[src/rtl/mii_pkg.sv]
// Shared definitions for the MII receive path: framer state encoding and
// the preamble/SFD byte values seen after nibble assembly.
package mii_pkg;

  typedef enum logic [2:0] {
    ST_IDLE,
    ST_PRE,
    ST_DATA,
    ST_FLUSH,
    ST_DROP
  } rx_state_t;

  localparam logic [7:0] PREAMBLE_BYTE = 8'h55;
  localparam logic [7:0] SFD_BYTE      = 8'hD5;

endpackage

[src/rtl/sat_counter.sv]
// Saturating up-counter with synchronous clear; clear has priority.
module sat_counter #(
  parameter int unsigned W = 16
) (
  input  logic         mii_clk,
  input  logic         clr,
  input  logic         inc,
  output logic [W-1:0] count
);

  always_ff @(posedge mii_clk) begin
    if (clr) begin
      count <= '0;
    end else if (inc && (count != '1)) begin
      count <= count + 1'b1;
    end
  end

endmodule

[src/rtl/mii_rx_framer.sv]
// Receive frame sequencer: strips preamble/SFD, delimits frames through a
// one-byte hold register, enforces length/nibble alignment, counts frames.
module mii_rx_framer
  import mii_pkg::*;
#(
  parameter int unsigned MIN_LEN = 64,
  parameter int unsigned MAX_LEN = 1518,
  parameter int unsigned LEN_W   = 11,
  parameter int unsigned CNT_W   = 16
) (
  input  logic             mii_clk,
  input  logic             reset,
  input  logic             mii_en,
  input  logic             byte_rdy,
  input  logic [7:0]       byte_q,
  output logic             rx_valid,
  output logic [7:0]       rx_data,
  output logic             rx_sof,
  output logic             rx_eof,
  output logic             rx_err,
  output logic [LEN_W-1:0] frame_len,
  output logic [CNT_W-1:0] frames_ok,
  output logic [CNT_W-1:0] frames_err
);

  rx_state_t        state;
  logic [7:0]       hold;
  logic             hold_full;
  logic             first;
  logic             seen_pre;
  logic             parity;
  logic [LEN_W-1:0] len;

  logic over;
  logic end_quiet;
  logic fin;
  logic fin_bad;
  logic inc_ok;
  logic inc_err;

  // Frame completion is decided combinationally so the counters step on the
  // same edge that registers rx_eof.
  always_comb begin
    over      = (state == ST_DATA) && byte_rdy && (len == LEN_W'(MAX_LEN));
    end_quiet = (state == ST_DATA) && !mii_en && !byte_rdy;
    fin       = over || end_quiet || (state == ST_FLUSH);
    fin_bad   = over || (len < LEN_W'(MIN_LEN)) || parity;
    inc_ok    = fin && !fin_bad && !reset;
    inc_err   = fin && fin_bad && !reset;
  end

  always_ff @(posedge mii_clk) begin
    if (reset) begin
      state     <= ST_DROP;
      hold      <= '0;
      hold_full <= 1'b0;
      first     <= 1'b0;
      seen_pre  <= 1'b0;
      parity    <= 1'b0;
      len       <= '0;
      rx_valid  <= 1'b0;
      rx_data   <= '0;
      rx_sof    <= 1'b0;
      rx_eof    <= 1'b0;
      rx_err    <= 1'b0;
      frame_len <= '0;
    end else begin
      rx_valid <= 1'b0;
      rx_sof   <= 1'b0;
      rx_eof   <= 1'b0;
      rx_err   <= 1'b0;
      case (state)
        ST_IDLE: begin
          parity    <= 1'b0;
          seen_pre  <= 1'b0;
          hold_full <= 1'b0;
          first     <= 1'b1;
          len       <= '0;
          if (mii_en) begin
            parity <= 1'b1;
            state  <= ST_PRE;
          end
        end
        ST_PRE: begin
          if (!mii_en) begin
            state <= ST_IDLE;
          end else begin
            parity <= ~parity;
            if (byte_rdy) begin
              if (byte_q == PREAMBLE_BYTE) begin
                seen_pre <= 1'b1;
              end else if ((byte_q == SFD_BYTE) && seen_pre) begin
                state <= ST_DATA;
              end else begin
                state <= ST_DROP;
              end
            end
          end
        end
        ST_DATA: begin
          if (mii_en) begin
            parity <= ~parity;
          end
          if (over) begin
            rx_valid  <= 1'b1;
            rx_data   <= hold;
            rx_sof    <= first;
            rx_eof    <= 1'b1;
            rx_err    <= 1'b1;
            frame_len <= len;
            state     <= ST_DROP;
          end else if (byte_rdy) begin
            if (hold_full) begin
              rx_valid <= 1'b1;
              rx_data  <= hold;
              rx_sof   <= first;
              first    <= 1'b0;
            end
            hold      <= byte_q;
            hold_full <= 1'b1;
            len       <= len + 1'b1;
            if (!mii_en) begin
              state <= ST_FLUSH;
            end
          end else if (!mii_en) begin
            if (hold_full) begin
              rx_valid <= 1'b1;
              rx_data  <= hold;
              rx_sof   <= first;
              rx_eof   <= 1'b1;
              rx_err   <= fin_bad;
            end
            frame_len <= len;
            state     <= ST_IDLE;
          end
        end
        ST_FLUSH: begin
          rx_valid  <= 1'b1;
          rx_data   <= hold;
          rx_sof    <= first;
          rx_eof    <= 1'b1;
          rx_err    <= fin_bad;
          frame_len <= len;
          state     <= ST_IDLE;
        end
        ST_DROP: begin
          if (!mii_en) begin
            state <= ST_IDLE;
          end
        end
        default: state <= ST_DROP;
      endcase
    end
  end

  sat_counter #(.W(CNT_W)) u_ok_cnt (
    .mii_clk (mii_clk),
    .clr     (reset),
    .inc     (inc_ok),
    .count   (frames_ok)
  );

  sat_counter #(.W(CNT_W)) u_err_cnt (
    .mii_clk (mii_clk),
    .clr     (reset),
    .inc     (inc_err),
    .count   (frames_err)
  );

endmodule

[config.mk]
export PLATFORM = sky130hd
export DESIGN_NAME = mii_rx_framer
export DESIGN_NICKNAME = d
export VERILOG_FILES = /design/src/rtl/mii_pkg.sv /design/src/rtl/sat_counter.sv /design/src/rtl/mii_rx_framer.sv
export SDC_FILE = /design/constraint.sdc
export NUM_CORES = 1
export LEC_CHECK = 0
export ABC_AREA = 1
export BUFFER_PORTS_ARGS = -buffer_cell sky130_fd_sc_hd__buf_2
export CORE_ASPECT_RATIO = 0.7
export CORE_MARGIN = 4
export CORE_UTILIZATION = 40
export DETAILED_ROUTE_END_ITERATION = 16
export RECOVER_POWER = 25
export SYNTH_ARGS = -nofsm -noshare
export SYNTH_HDL_FRONTEND = slang
export SYNTH_HIERARCHICAL = 1
export SYNTH_SLANG_ARGS = --single-unit
[constraint.sdc]
create_clock -name mii_clk -period 5.8 [get_ports mii_clk]
set_input_delay 1.74 -clock mii_clk [delete_from_list [all_inputs] [get_ports mii_clk]]
set_output_delay 1.74 -clock mii_clk [all_outputs]
set_load 0.005 [all_outputs]
After elaboration in Yosys (flattened, before gate mapping)
Index checks and enable logic that the tools add are counted.

Register bits: 81. Input bits: 12. Output and inout port bits: 55. Logic and storage cells: 131.

Add/sub/neg operators: 3. Magnitude comparators: 1. Equality and inequality tests: 23. Mux-type cells: 54. Bitwise logic cells: 2. Reductions and logical operators: 33.

Operators with widths (count): 11-bit 2-to-1 mux (5); 11-bit one-hot mux with 2 select lines (2); 16-bit by 1-bit adder with 16-bit output (second input constant) (2); 8-bit 2-to-1 mux (4); 16-bit inequality test (second input constant) (2); 3-bit 2-to-1 mux (9); 1-bit 2-to-1 mux (24); 1-bit one-hot mux with 2 select lines (8); 8-bit one-hot mux with 2 select lines (1); 3-bit one-hot mux with 5 select lines (1); 2-bit inequality test (second input constant) (7); 3-bit inequality test (second input constant) (4); 4-bit AND reduction (3); 11-bit by 1-bit adder with 11-bit output (second input constant) (1); 11-bit equality test (second input constant) (1); 1-bit logical AND (11); 11-bit by 7-bit less-than comparator with 1-bit output (second input constant) (1); 3-bit AND reduction (3); 8-bit by 7-bit equality test with 1-bit output (second input constant) (1); 8-bit equality test (second input constant) (1); 4-bit inequality test (second input constant) (2); 2-bit nonzero test (4); 3-bit by 2-bit equality test with 1-bit output (second input constant) (2); 1-bit logical NOT (4); other kinds (8) (13).

Depth between registers and ports, before layout
Depth in word-level cells: 10. Mapped depth: 19. Gate-level depth less buffers: 17.

Modules after synthesis
The synthesis kept the hierarchy.

By module, submodules not included: mii_rx_framer (instances 1, cells each 307, area an instance 2285.9 µm², seq. area each 980.9 µm²); sat_counter (u_ok_cnt) (instances 1, cells each 158, area an instance 973.4 µm², seq. area each 320.3 µm²); sat_counter (u_err_cnt) (instances 1, cells each 149, area an instance 929.6 µm², seq. area each 320.3 µm²).

Worst setup path after synthesis
Ideal clock, no wire load.

Path kind: in2reg. From: input port reset. To: register u_ok_cnt.count[10]. Library setup time: 0.115 ns. Data arrival time: 3.224 ns. Required time: 5.685 ns. Path slack: 2.461 ns. Cell stages on the path: 11. Path buffers: 3. Cells stage by stage: clkbuf_1 > inv_1 > buf_1 > nand2_1 > nor2_1 > clkbuf_1 > nand3_1 > nor2_1 > nand3_1 > nand2_1 > nor2_1.

Word-level cells in the longest chain between the ends: 3.

Ends and longest elaborated chain: start: declaration (line mii_rx_framer.sv:12) `input logic reset,`; 1-bit logical NOT (line mii_rx_framer.sv:48) `inc_ok = fin && !fin_bad && !reset;`; 1-bit logical AND (line mii_rx_framer.sv:48); via inc_ok (line mii_rx_framer.sv:38) `logic inc_ok;`; 1-bit logical AND (line sat_counter.sv:14) `end else if (inc && (count != '1)) begin`; end signal: assignment (line sat_counter.sv:15) `count <= count + 1'b1;`; end: declaration (line sat_counter.sv:8) `output logic [W-1:0] count`.

The timed path passes the listed nets, and every way through them passes these cells. A chain may end at the register's enable or synchronous reset.

Final worst setup path
From: input port reset. To: register u_ok_cnt.count[15].

Same word-level chain as after synthesis.

==> metrics.txt <==
Final Setup Violations 0; max_slew headroom 0.5446; Post-CTS Setup Bufs 0; first-pass GRT wire length 17300 um; r2r setup slk 2.66 ns; vias per cell 4.950; Peak VDD IR 0.0001756 V; slowest stage cell on the critical path inv_1; largest net degree at the start of global routing 32; DR iter-0 viols 324; Top delay family on crit path simple AND/OR/NAND/NOR gates; actual slew at the worst max-slew pin 0.6805 ns; top cells by area, synth dfxtp_1, nand2_1, nor2_1, a21oi_1, nand3_1; DP Wirelength 7633 um; Starting Density 0.4211; remaining antenna violation count 0; Hold Crit Class reg -> reg; post-synthesis cell count 614; Post-synth EDFFs 0; I/O Buffers 66; most frequent cells in the layout nand2_1, nor2_1, dfxtp_1; crit path kind in -> reg; non-filler cells, final 805; CTS tree done; Fmax 263.4 MHz; Period Utilization, post-route 0.6545; CP bufs+invs 2; RSZ-0062 raised after global routing no; Critical Path Max Stage Delay 0.57 ns; Die Y-Extent 93.62 um; Resized Gates After CTS 0; crit path time final 3.796 ns; IO Count 67; syn nets 630; WL/cell 12.92 um; cell count after placement 789; Arr. time, crit path 4.03 ns; hold buffer count at CTS 0; CP dominant cell by count nor2_1; run status finished clean; Max-Cap Viols 0; CP max FO 31; Core Util, Final 0.4907; CTS buffer count 9; synthesized area 4189 um^2; FILL cells 1028; worst-skew pair later-pin latency 0.34 ns; CTS root buffer clkbuf_16; Final Max Tran Viols 0; Global Route Usage Sum 0.1760; CORE AREA 9947 um^2; setup TNS 0 ns; sequential area share after synthesis 0.3871; initial antenna violation count 0; commonest non-fill, non-tap cell in the layout nand2_1; layout cells sized above 1 0.1758; DRT Pass-1 Iters 6; row cnt 30; CP startpoint kind input pin; Yosys warnings 6; H-tree levels 3; routability cong. 0.8655; CP cell instances buf_2, inv_1, nand2_1, nor2_1, nand3_1, nor2_1, nand2_1, nor2_1, nand3_1, nand2_1, nor2_1; nets 688; leakage power 2.041 nW; die width 130.3 um; CTS clk-pin slew, worst paths 0.06 ns; # diodes 0; final wirelength 10400 um; clock skew 0.006725 ns; grt total ovfl 0; Synth cell types 38; Max Root-Sink Buffers 2; Sink Count 81; vias in the first global route 3582; Final Hold Fails 0; Seq cells post-synth 81; asr flop ratio synth 0; Worst EP required 6.03 ns; Remaining DRCs 0; via count 3985; Worst setup EP type flop; post-synth top area share 0.3871; Area Overhead vs Synth 16.52%; Pwr Density 259.3 nW/um^2; Synth Area per Inst 6.823 um^2; most area-hungry cell type in the Yosys netlist dfxtp_1; Die ar. 12200 um^2; Top FF cell, synth dfxtp_1
## registers in the layout, indices dropped and copies added (netlist names), 3 cells and up
register,count
len,11
frame_len,11
state,3
u_err_cnt/count,16
rx_data,8
hold,8
u_ok_cnt/count,16
## cell usage after synthesis (2+ instances only)
master    count
nand2_2       7
o211ai_1      3
dfxtp_1      81
a21oi_2       8
nand3b_1      2
o22ai_1       3
buf_2         6
nand2_4       3
inv_1        50
xor2_1        3
ha_1          4
nor3_1        7
nor2_2       19
nand2_1     154
buf_6         3
o21ai_0      17
nand4_1       5
clkbuf_1      6
nor2_8        2
nor2_4        7
inv_2         6
nand3_1      44
o21ai_1       7
a21oi_1      44
nor2_1      106
nand3_2       5
## logic make-up after synthesis
kind of cell | after synthesis | synth area share
xor+xnor | 4 | 0.008365
flops | 81 | 0.3871
fa+ha+maj | 4 | 0.01195
buf+inv | 75 | 0.07646
simple gates | 367 | 0.4065
compound gates | 83 | 0.1096
## power by group
group | internal [mW] | total [mW] | switching [mW]
combinational | 0.0131 | 0.0450 | 0.0319
sequential | 0.560 | 0.562 | 0.00257
clock | 0.432 | 0.658 | 0.227
total | 1.00 | 1.27 | 0.261
## path summary, 6_finish.rpt
check,start,endpoint,depth (start not counted)
worst max register to register,len[0]$_SDFFE_PP0P_,u_ok_cnt/count[15]$_SDFFE_PP0P_,17
worst max-delay path,reset,u_ok_cnt/count[15]$_SDFFE_PP0P_,11
worst min-delay path,first$_SDFFE_PP0P_,first$_SDFFE_PP0P_,2
worst min register to register,first$_SDFFE_PP0P_,first$_SDFFE_PP0P_,2
## layout make-up
class	instances	area, um^2	area share
Multi-Input combinational cell	458	2240	0.4589
Inverter	56	210.2	0.04307
Clock inverter	5	102.6	0.02102
Sequential cell	81	1622	0.3322
Clock buffer	11	242.7	0.04973
Timing Repair Buffer	66	304.0	0.06229
Tap cell	128	160.2	0.03281
## per-stage QoR
| step | worst slack (ns) | instance area (um^2) | hold WS, ns | total power [mW] |
|---|---|---|---|---|
| finish | 2.004 | 4881 | 0.4579 | 1.266 |
| global route | 1.662 | 4881 | 0.5047 | 1.308 |
| CTS | 1.959 | 4915 | 0.4628 | 1.284 |
| detailed placement | 1.626 | 4569 | 0.4503 | 0.6195 |
| global placement | 1.738 | 4569 | 0.4486 | 0.6194 |
| floorplan | 2.461 | 4189 | 0.4342 | 0.6081 |
## tightest hold or removal path, cell delays in order, from the launching register on
cell and delay [ns]:
dfxtp_1 0.31, nand2_1 0.06, a21oi_1 0.05
## per-layer routing
layer / up-vias / wire length, um / GRT usage
met2: 104 / 4261 / 0.2619
li1: 2077 / - / -
met3: 14 / 617 / 0.04167
met5: - / 0 / 0
met1: 1790 / 5384 / 0.2503
met4: 0 / 132 / 0.05536
No activity file was read; power rests on OpenSTA's default activity.
